--- config.mk ---
export PLATFORM = sky130hd
export DESIGN_NAME = parity_serial_tx
export DESIGN_NICKNAME = d
export VERILOG_FILES = /design/src/rtl/parity_serial_tx_pkg.sv /design/src/rtl/parity_serial_tx.sv
export SDC_FILE = /design/constraint.sdc
export NUM_CORES = 1
export LEC_CHECK = 0
export ABC_AREA = 1
export CAP_MARGIN = 20
export CORE_AREA = 2 2 47 49
export CTS_CLUSTER_SIZE = 20
export DETAILED_ROUTE_END_ITERATION = 8
export DIE_AREA = 0 0 49 51
export MAX_ROUTING_LAYER = met4
export PLACE_DENSITY = 0.79
export SLEW_MARGIN = 20
export SYNTH_ARGS = -nofsm -noshare
export SYNTH_HDL_FRONTEND = slang
export SYNTH_SLANG_ARGS = --single-unit
--- constraint.sdc ---
create_clock -name clk -period 3.4 [get_ports clk]
set_input_delay 0.34 -clock clk [delete_from_list [all_inputs] [get_ports clk]]
set_output_delay 0.34 -clock clk [all_outputs]
set_load 0.01 [all_outputs]
--- src/rtl/parity_serial_tx_pkg.sv ---
// Shared definitions for the parity serial link (TX side now, RX side later).
// Holds the FSM state encodings and the parity-mode constants.
package parity_serial_tx_pkg;

    typedef enum logic [1:0] {
        ST_IDLE   = 2'd0,
        ST_DATA   = 2'd1,
        ST_PARITY = 2'd2
    } state_t;

    localparam int PAR_EVEN = 0;
    localparam int PAR_ODD  = 1;

endpackage

--- src/rtl/parity_serial_tx.sv ---
// parity_serial_tx: serial parity frame transmitter.
// Accepts a DATA_W-bit word over valid/ready and sends it LSB-first on x,
// one bit per clk, followed by one parity bit (even or odd per ODD_PARITY).
//
// Ports:
//   clk          system clock, rising edge
//   rst_n        asynchronous active-low reset
//   data_in      word to transmit, sampled on accept
//   valid_in     source has a word on data_in
//   ready_out    block can accept a word this cycle (decoded from state)
//   x            serial line: data bits then parity bit (registered)
//   frame_active high while x carries a data or parity bit (registered)
//   parity_slot  high only while x carries the parity bit (registered)
//   done         one-cycle pulse in the cycle after the parity bit (registered)
//
// state     | meaning
// ----------+------------------------------------------------------
// ST_IDLE   | waiting for a word; ready_out high, x low
// ST_DATA   | shifting data bits out, LSB first
// ST_PARITY | driving the parity bit for the frame just sent
module parity_serial_tx
    import parity_serial_tx_pkg::*;
#(
    parameter int DATA_W     = 8,
    parameter int ODD_PARITY = PAR_EVEN
) (
    input  logic              clk,
    input  logic              rst_n,
    input  logic [DATA_W-1:0] data_in,
    input  logic              valid_in,
    output logic              ready_out,
    output logic              x,
    output logic              frame_active,
    output logic              parity_slot,
    output logic              done
);

    localparam int              CNT_W    = $clog2(DATA_W);
    localparam logic [CNT_W-1:0] CNT_LAST = CNT_W'(DATA_W - 1);
    localparam logic            PAR_FILL = (ODD_PARITY == PAR_ODD);

    state_t              state_q, state_nxt;
    logic [DATA_W-1:0]   shift_q, shift_nxt;
    logic [CNT_W-1:0]    cnt_q, cnt_nxt;
    logic                acc_q, acc_nxt;

    logic x_nxt, frame_active_nxt, parity_slot_nxt, done_nxt;
    logic accept;

    assign ready_out = (state_q == ST_IDLE);
    assign accept    = valid_in && ready_out;

    // State, datapath and output registers.
    always_ff @(posedge clk or negedge rst_n) begin
        if (!rst_n) begin
            state_q      <= ST_IDLE;
            shift_q      <= '0;
            cnt_q        <= '0;
            acc_q        <= 1'b0;
            x            <= 1'b0;
            frame_active <= 1'b0;
            parity_slot  <= 1'b0;
            done         <= 1'b0;
        end else begin
            state_q      <= state_nxt;
            shift_q      <= shift_nxt;
            cnt_q        <= cnt_nxt;
            acc_q        <= acc_nxt;
            x            <= x_nxt;
            frame_active <= frame_active_nxt;
            parity_slot  <= parity_slot_nxt;
            done         <= done_nxt;
        end
    end

    // Next-state and datapath update.
    always_comb begin
        state_nxt = state_q;
        shift_nxt = shift_q;
        cnt_nxt   = cnt_q;
        acc_nxt   = acc_q;
        case (state_q)
            ST_IDLE: begin
                if (accept) begin
                    shift_nxt = data_in;
                    cnt_nxt   = '0;
                    acc_nxt   = 1'b0;
                    state_nxt = ST_DATA;
                end
            end
            ST_DATA: begin
                acc_nxt   = acc_q ^ shift_q[0];
                shift_nxt = {1'b0, shift_q[DATA_W-1:1]};
                if (cnt_q == CNT_LAST) begin
                    state_nxt = ST_PARITY;
                end else begin
                    cnt_nxt = cnt_q + 1'b1;
                end
            end
            ST_PARITY: begin
                state_nxt = ST_IDLE;
            end
            default: begin
                state_nxt = ST_IDLE;
            end
        endcase
    end

    // Outputs are computed from the next-cycle values and registered, so the
    // line reflects shift_q[0] / the accumulated parity of the cycle it is in.
    always_comb begin
        x_nxt            = 1'b0;
        frame_active_nxt = (state_nxt != ST_IDLE);
        parity_slot_nxt  = (state_nxt == ST_PARITY);
        done_nxt         = (state_q == ST_PARITY);
        case (state_nxt)
            ST_DATA:   x_nxt = shift_nxt[0];
            ST_PARITY: x_nxt = acc_nxt ^ PAR_FILL;
            default:   x_nxt = 1'b0;
        endcase
    end

endmodule

Yosys cells after proc, flatten, opt, wreduce, memory -nomap -nowiden

Cells that the tools add are included.

Output and inout bits: 5
Word-level logic and storage cells: 35
Bits of input ports: 11
Register bits after elaboration: 18

Reductions and logical operators: 6
Equality and inequality tests: 7
Bitwise gates (word level): 1
Add/subtract/negate cells: 1
Muxes and demuxes: 11

Operators with widths:

| kind                                                   | count |
|---|---|
| one-hot mux 8 bit (2 select lines)                     | 1 |
| two-way mux 8 bit                                      | 1 |
| two-way mux 3 bit                                      | 2 |
| one-hot mux 3 bit (2 select lines)                     | 1 |
| equality test 2 x 1 -> 1 bit (second input constant)   | 2 |
| equality test 2 bit (second input constant)            | 2 |
| two-way mux 2 bit                                      | 2 |
| one-hot mux 1 bit (2 select lines)                     | 2 |
| one-hot mux 2 bit (2 select lines)                     | 1 |
| nonzero test 2 bit                                     | 2 |
| adder 3 x 1 -> 3 bit (second input constant)           | 1 |
| equality test 3 bit (second input constant)            | 1 |
| AND reduction 3 bit                                    | 1 |
| logical NOT 2 bit                                      | 1 |
| inequality test 2 x 1 -> 1 bit (second input constant) | 1 |
| inequality test 2 bit (second input constant)          | 1 |
| AND reduction 2 bit                                    | 1 |
| logical AND 1 bit                                      | 1 |
| two-way mux 1 bit                                      | 1 |
| bitwise XOR 1 bit                                      | 1 |

Logic depth before layout (Yosys ltp)

Gate-level depths: netlist of run 1.

Depth in word-level cells: 6
Mapped depth: 9
Mapped depth without buffers: 9

Least setup slack after synthesis of run 1

No wires, ideal clock.

Path type: flip-flop to flip-flop
Start: reg cnt_q[0]
End: reg x
Setup time: 121 ps
Setup slack: 1,900 ps
Data arrival time: 1,379 ps
Cell stages (with the launch flop): 10
Clock period less this slack: 1,500 ps
Required time: 3,279 ps
Buffers on the path: 0
Cell sequence: dfrtp_1 ha_1 ha_1 inv_1 nand2_4 nand2_4 inv_2 ha_1 inv_1 a21oi_1

Longest elaborated chain between the ends: 5
Elaborated cells between the ends (all ways): 6
Classes of those cells: eq/ne: 3; mux: 3

RTL lines:

| what                                                                | line                    | source |
|---|---|---|
| start, declared                                                     | parity_serial_tx.sv:44  | `logic [CNT_W-1:0] cnt_q, cnt_nxt;` |
| start signal, assigned                                              | parity_serial_tx.sv:67  | `cnt_q <= cnt_nxt;` |
| equality test 3 bit *                                               | parity_serial_tx.sv:94  | `if (cnt_q == CNT_LAST) begin` |
| two-way mux 2 bit *                                                 | parity_serial_tx.sv:94  |  |
| one-hot mux 2 bit (2 select lines) *                                | parity_serial_tx.sv:82  | `case (state_q)` |
| named net state_nxt[0]                                              | parity_serial_tx.sv:42  | `state_t state_q, state_nxt;` |
| equality test 2 bit or equality test 2 x 1 -> 1 bit (tied branches) | parity_serial_tx.sv:116 | `case (state_nxt)` |
| one-hot mux 1 bit (2 select lines) *                                | parity_serial_tx.sv:116 |  |
| named net x_nxt                                                     | parity_serial_tx.sv:47  | `logic x_nxt, frame_active_nxt, parity_slot_nxt, done_nxt;` |
| end signal, assigned                                                | parity_serial_tx.sv:69  | `x <= x_nxt;` |
| end, declared                                                       | parity_serial_tx.sv:32  | `output logic x,` |

Mark *: on every way through the listed nets, which the timed path passes. The rest lies on a longest branch.
A chain may end at the register's enable or synchronous reset.

Worst setup path after layout of run 1

Start: reg state_q[0]
End: out ready_out

Longest elaborated chain between the ends: 1

RTL lines:

| what                   | line                   | source |
|---|---|---|
| start, declared        | parity_serial_tx.sv:42 |  |
| start signal, assigned | parity_serial_tx.sv:65 | `state_q <= state_nxt;` |
| logical NOT 2 bit      | parity_serial_tx.sv:50 | `assign ready_out = (state_q == ST_IDLE);` |
| end, declared          | parity_serial_tx.sv:31 | `output logic ready_out,` |

Every way passes these cells.

==> key figures, run 1 <==
Clock tree
  – Setup bufs post-CTS: 0
  – CTS root buf: clkbuf_4
  – CTS clk-pin slew, worst paths: 100 ps
  – CTS buffer count: 3
  – H-tree Lvls: 1
  – Clock sinks: 18
  – Clock Path Buffers: 2
  – Cts repair resizes: 0
  – Hold-fix buffers, CTS: 0
  – TritonCTS clock tree: done
  – Clock Latency Late Sink: 300 ps

Synth
  – Synth warnings: 0
  – #FFs+latches synth: 18
  – Cell taking the most area after synthesis: dfrtp_1
  – Ranking of synthesized cells by area: dfrtp_1 53%, nand2_1 9.7%, ha_1 7.4%
  – Post-synthesis area per instance: 9.454 um^2
  – Synthesized cell area: between 800 and 900 um^2
  – Yosys cell types: 17
  – Mapped Cells: 90
  – Sequential cell area fraction in the yosys report: 52.94%
  – Synthesized net count: between 100 and 150
  – Area fraction of the dominant cell type after synthesis: 52.94%

Power and ir drop
  – Seq pwr share: between 40% and 50%
  – Pwr dens: 792.0 nW/um^2
  – Pleak: 0.0005316 uW
  – Worst vdd ir: 331.8 uV
  – P_sw: 330.0 uW
  – Pint: 519.3 uW
  – Sw Share: about two fifths
  – Clock network fraction of total power: 15.6%
  – Combinational share of power: 43.6%

Placement
  – Dpl cell area: around 1000 um^2
  – Setup Slack @ Placement: around 1800 ps
  – Gpl congestion: slightly below 0.8
  – Port-buffer cells: 15
  – HPWL Detailed: ~1100 um

Drt
  – Routed len/inst: 10.34 um
  – Final WL: 1417 um
  – Number of antenna-violating nets in the routed design: 0
  – DR iter-0 viols: 4
  – Number of remaining DRC errors: 0
  – Vias: 629
  – Drt via density: 4.591
  – TritonRoute pass-1 iters: 4

Critical path
  – Worst path buffer plus inverter count: 1
  – Crit-path max FO: 6
  – Critical path class: reg2out
  – Max incr delay on CP: roughly 550 ps
  – Delay-heaviest family, CP: buffers and inverters
  – CP Capture Type: output port
  – CP Cell Sequence: nor2_4 > clkdlybuf4s50_1
  – WP data arrival: 1530 ps
  – Worst endpoint required time: 3060 ps
  – Worst path slowest cell: clkdlybuf4s50_1
  – Critical path startpoint category: flop

Timing
  – Setup Viol. Count Final: 0
  – Setup TNS: 0 ps
  – Final clock skew: 7.734 ps
  – Final Max Slew Viols: 0
  – Fmax: 534.1 MHz
  – Min Clock Period, post-route: about 1900 ps
  – Crit share post-route: 55.06%
  – Rel. slew slack: 47.21%
  – Hold Violations, Final: 0
  – Unrepaired setup endpoints after global routing: no
  – Actual slew at the worst max-slew pin: 789.4 ps
  – Final setup margin: 1528 ps

Die
  – Core Footprint: 2063 um^2
  – Row count: 17
  – Die Area: 2499 um^2
  – Initial Util: roughly 41%
  – Die Y-Extent: 51 um
  – Io pins: 16
  – Die extent in x: 49 um

GRT
  – Vias in the first global route: 587
  – GRT Total Usage: 13.78%
  – First-pass GRT wire length: 2477 um
  – Gr ovfl total: 0
  – Initial antenna violation count: 0
  – Largest net degree at the start of global routing: 19

Cells and area
  – Fraction of layout cells with a size suffix above 1: 13.76%
  – Synthesis-to-layout area growth: 26.03%
  – Most frequent cells in the layout: 22 x nand2_1, 18 x dfrtp_1, 15 x inv_1, 15 x clkdlybuf4s50_1
  – Layout net count: 126
  – Commonest non-fill, non-tap cell in the layout: nand2_1
  – Fin area: 1072 um^2
  – ANT cells: 0

Min path
  – Worst hold path class: in2async

Outcome
  – Status: completed

Flow run
  – Max-cap violations: 0
## cells in the mapped netlist, drive strengths merged
cell,number
nor2,4
ha,5
dfrtp,18
inv,19
a21oi,1
nand2,28
nand4,2
o21ai,2
o221ai,3
o211ai,3
nand3,5
## metal layers
layer / share of wire [%] / vias to the layer above / global-route usage, %
met5: 0 / - / -
met4: 2.3 / 0 / 8.571
met3: 4.7 / 4 / 3.509
met2: 49 / 15 / 22.60
met1: 44 / 290 / 15.18
li1: - / 320 / -
## path summary, 6_finish.rpt
path                       depth (start not counted)            startpoint  slack [ps]                     end
max                                                2  state_q[0]$_DFF_PN0_        1530               ready_out
max reg2reg                                        9  cnt_q[0]$_DFFE_PN0P_        1780             x$_DFF_PN0_
min reg2reg                                        2  cnt_q[1]$_DFFE_PN0P_         490    cnt_q[1]$_DFFE_PN0P_
min in group clk                                   2  cnt_q[1]$_DFFE_PN0P_         490    cnt_q[1]$_DFFE_PN0P_
min                                                1                 rst_n         490  shift_q[3]$_DFFE_PN0P_
max in group asynchronous                          1                 rst_n        2420    cnt_q[2]$_DFFE_PN0P_
## through the flow
| step | power, uW | std cells | hold slack [ps] | util [%] |
|---|---|---|---|---|
| after floorplan | 614.9 | 90 | 44.41 | - |
| after global placement | 712.5 | 133 | 468.8 | 50.21 |
| after detailed placement | 726.1 | 133 | 468.4 | 50.21 |
| after CTS | 858.7 | 137 | 491.0 | 51.97 |
| after global routing | 922.3 | 137 | 516.8 | 51.97 |
| final | 849.3 | 137 | 487.9 | 51.97 |
## layout make-up
type	instances	area (um^2)
fill	188	991.0
multi-input combinational	53	326.6
sequential	18	450.4
inverter	19	73.82
clock buffer	4	36.28
timing repair buffer	15	150.1
tap	28	35.03
## power groups by stage
stage | clock, uW | sequential [uW] | combinational, uW
final | 132 | 347 | 370
after global routing | 143 | 358 | 421
after CTS | 135 | 347 | 377
after detailed placement | 0 | 352 | 374
after global placement | 0 | 350 | 363
after floorplan | 0 | 348 | 267
## cells by family after synthesis
logic type / count (synthesis) / share of synthesized area, %
adders and majority gates: 5 / 7.353
buffers and inverters: 19 / 8.676
and+or+nand+nor: 39 / 23.53
AOI/OAI and AO/OA: 9 / 7.499
DFF: 18 / 52.94
## worst register-to-register path, cell delays in order (launching register included)
cell	delay, ps
dfrtp_1	410
ha_1	200
ha_1	170
inv_1	140
nand2_4	80
nand2_4	70
inv_2	50
ha_1	270
inv_1	40
a21oi_1	110
## state kept, by name, summed over array words and instances, names as in the netlist
register / flops
parity_slot: 1
frame_active: 1
acc_q: 1
shift_q: 8
done: 1
state_q: 2
x: 1
cnt_q: 3
Note: power is estimated with default switching activity, not from simulation.
==> run 2: changes to the inputs <==
PLACE_DENSITY = 0.81   (was 0.79)
clock period = 1.6 ns   (was 3.4 ns; I/O delays follow)
==> key figures, run 2 (same netlist as run 1, synthesis figures left out) <==
Min path
  – Worst hold path class: in2async

Drt
  – Routed len/inst: 10.72 um (+3.7%)
  – TritonRoute pass-1 iters: 4 (unchanged)
  – Number of antenna-violating nets in the routed design: 0 (unchanged)
  – DR iter-0 viols: 6 (+2)
  – Final WL: 1501 um (+5.9%)
  – Drt via density: 4.586 (-0.12%)
  – Vias: 642 (+2.1%)
  – Number of remaining DRC errors: 0 (unchanged)

Clock tree
  – CTS buffer count: 3 (unchanged)
  – TritonCTS clock tree: done
  – Clock Latency Late Sink: 300 ps (about the same)
  – Clock sinks: 18 (unchanged)
  – CTS clk-pin slew, worst paths: 110 ps (about the same)
  – H-tree Lvls: 1 (unchanged)
  – Hold-fix buffers, CTS: 0 (unchanged)
  – CTS root buf: clkbuf_4
  – Clock Path Buffers: 2 (unchanged)

Timing
  – Final setup margin: 98.09 ps (-1430 ps)
  – Rel. slew slack: 84.82% (+38 points)
  – Crit share post-route: 93.87%
  – Hold Violations, Final: 0 (unchanged)
  – Final clock skew: 12.99 ps (+5.257 ps)
  – Fmax: 665.8 MHz
  – Final Max Slew Viols: 0 (unchanged)
  – Setup TNS: 0 ps (unchanged)
  – Setup Viol. Count Final: 0 (unchanged)
  – Actual slew at the worst max-slew pin: 227.7 ps (-561.8 ps)
  – Min Clock Period, post-route: 1502 ps

GRT
  – GRT Total Usage: 13.82% (+0.048 points)
  – Vias in the first global route: 595 (+1.4%)
  – Largest net degree at the start of global routing: 19 (unchanged)
  – Initial antenna violation count: 0 (unchanged)
  – First-pass GRT wire length: 2415 um (-2.5%)
  – Gr ovfl total: 0 (unchanged)

Critical path
  – RR Startpoint: cnt_q[0]$_DFFE_PN0P_
  – Worst R2R Path Depth: 9 (unchanged)
  – Reg2reg setup slack: 100 ps (-1680 ps)
  – Worst path buffer plus inverter count: 2 (+1)
  – Worst flop-to-flop path endpoint: x$_DFF_PN0_
  – Critical path startpoint category: flop
  – CP Capture Type: flop
  – Worst path slowest cell: dfrtp_1
  – Critical path class: reg2reg
  – CP Cell Sequence: ha_2 > ha_1 > inv_2 > nand2_4 > nand2_4 > inv_4 > ha_1 > nand4_1 > a21oi_2
  – Max incr delay on CP: 410 ps (-140 ps)
  – Worst endpoint required time: 1780 ps (-1280 ps)
  – Delay-heaviest family, CP: adder cells
  – Crit-path max FO: 5 (-1)
  – WP data arrival: 1690 ps (+160 ps)

Cells and area
  – Fraction of layout cells with a size suffix above 1: 21.43% (+7.7 points)
  – Fin util: 54.40% (+2.4 points)
  – Top Registers: shift_q x8, cnt_q x3, state_q x2
  – Most frequent cells in the layout: 22 x nand2_1, 17 x dfrtp_1, 14 x inv_1, 14 x clkdlybuf4s50_1, 5 x nand3_1
  – Max reg flops: 8 (unchanged)
  – Layout net count: 129 (+2.4%)
  – Largest Register: shift_q
  – Synthesis-to-layout area growth: 31.91%
  – Commonest non-fill, non-tap cell in the layout: nand2_1
  – Final cell count without fillers: 140 (+2.2%)
  – ANT cells: 0 (unchanged)

Placement
  – Gpl congestion: 0.7943 (+2.3%)
  – HPWL Detailed: 1154 um (+5.4%)
  – Placed Cells incl. Taps: 134 (+0.75%)
  – Port-buffer cells: 15 (unchanged)
  – Setup Slack @ Placement: -24.77 ps (-1793 ps)

Die
  – Io pins: 16 (unchanged)
  – Row count: 17 (unchanged)
  – Die Area: 2499 um^2 (unchanged)
  – Die extent in x: 49 um (unchanged)
  – Initial Util: 41.24% (unchanged)
  – Die Y-Extent: 51 um (unchanged)
  – Core Footprint: 2063 um^2 (unchanged)

Outcome
  – Status: completed

Power and ir drop
  – Pwr dens: 1694 nW/um^2 (+110%)
  – Worst vdd ir: 899.5 uV (+170%)
  – Pleak: 0.0005563 uW (+4.7%)
  – Pwr Total: 1901 uW (+120%)

Flow run
  – Max-cap violations: 0 (unchanged)
==> run 2: where the power goes <==
| group | leakage [uW] | switching [uW] | internal [uW] |
|---|---|---|---|
| clock network | 0.0000210 | 140 | 139 |
| registers | 0.000226 | 94.0 | 636 |
| logic | 0.000309 | 513 | 380 |
| total | 0.000556 | 746 | 1150 |
==> run 2: how the worst max path moves through the flow <==
stage | cells past startpoint | endpoint | startpoint | slack, ps
4_1_cts | 2 | ready_out | state_q[0]$_DFF_PN0_ | 7
3_3_place_gp | 9 | x$_DFF_PN0_ | cnt_q[0]$_DFFE_PN0P_ | 70
6_report | 9 | x$_DFF_PN0_ | cnt_q[0]$_DFFE_PN0P_ | 100
5_1_grt | 9 | x$_DFF_PN0_ | cnt_q[0]$_DFFE_PN0P_ | -0.7
3_5_place_dp | 9 | x$_DFF_PN0_ | cnt_q[0]$_DFFE_PN0P_ | -20
2_1_floorplan | 9 | x$_DFF_PN0_ | cnt_q[0]$_DFFE_PN0P_ | 100
==> run 2: layout make-up <==
class | instances | area (um^2)
Sequential cell | 18 | 451.7
Inverter | 19 | 76.32
Fill cell | 190 | 940.9
Clock buffer | 4 | 36.28
Multi-Input combinational cell | 53 | 347.8
Timing Repair Buffer | 18 | 175.2
Tap cell | 28 | 35.03
==> run 2: metrics by stage <==
step | hold WS, ps | cell area [um^2]
after global routing | 183.9 | 1122
after floorplan | -135.6 | 850.8
final | 170.8 | 1122
after global placement | 471.7 | 1044
after detailed placement | 497.4 | 1044
after CTS | 175.9 | 1089
==> run 2: layer usage <==
| layer | global-route usage [%] | vias up | part of all wire [%] |
|---|---|---|---|
| met5 | - | - | 0 |
| met4 | 10.95 | 0 | 2.2 |
| met3 | 3.801 | 4 | 3.4 |
| met2 | 22.83 | 16 | 49 |
| met1 | 13.99 | 295 | 45 |
| li1 | - | 327 | - |
==> run 2: timing repair <==
item / in CTS / in global routing
pin swaps: 0 / 2
setup endpoints to repair: 2 / 2
resized for setup: 2 / 6
hold endpoints to repair: 0 / 0
buffers inserted: 1 / 1
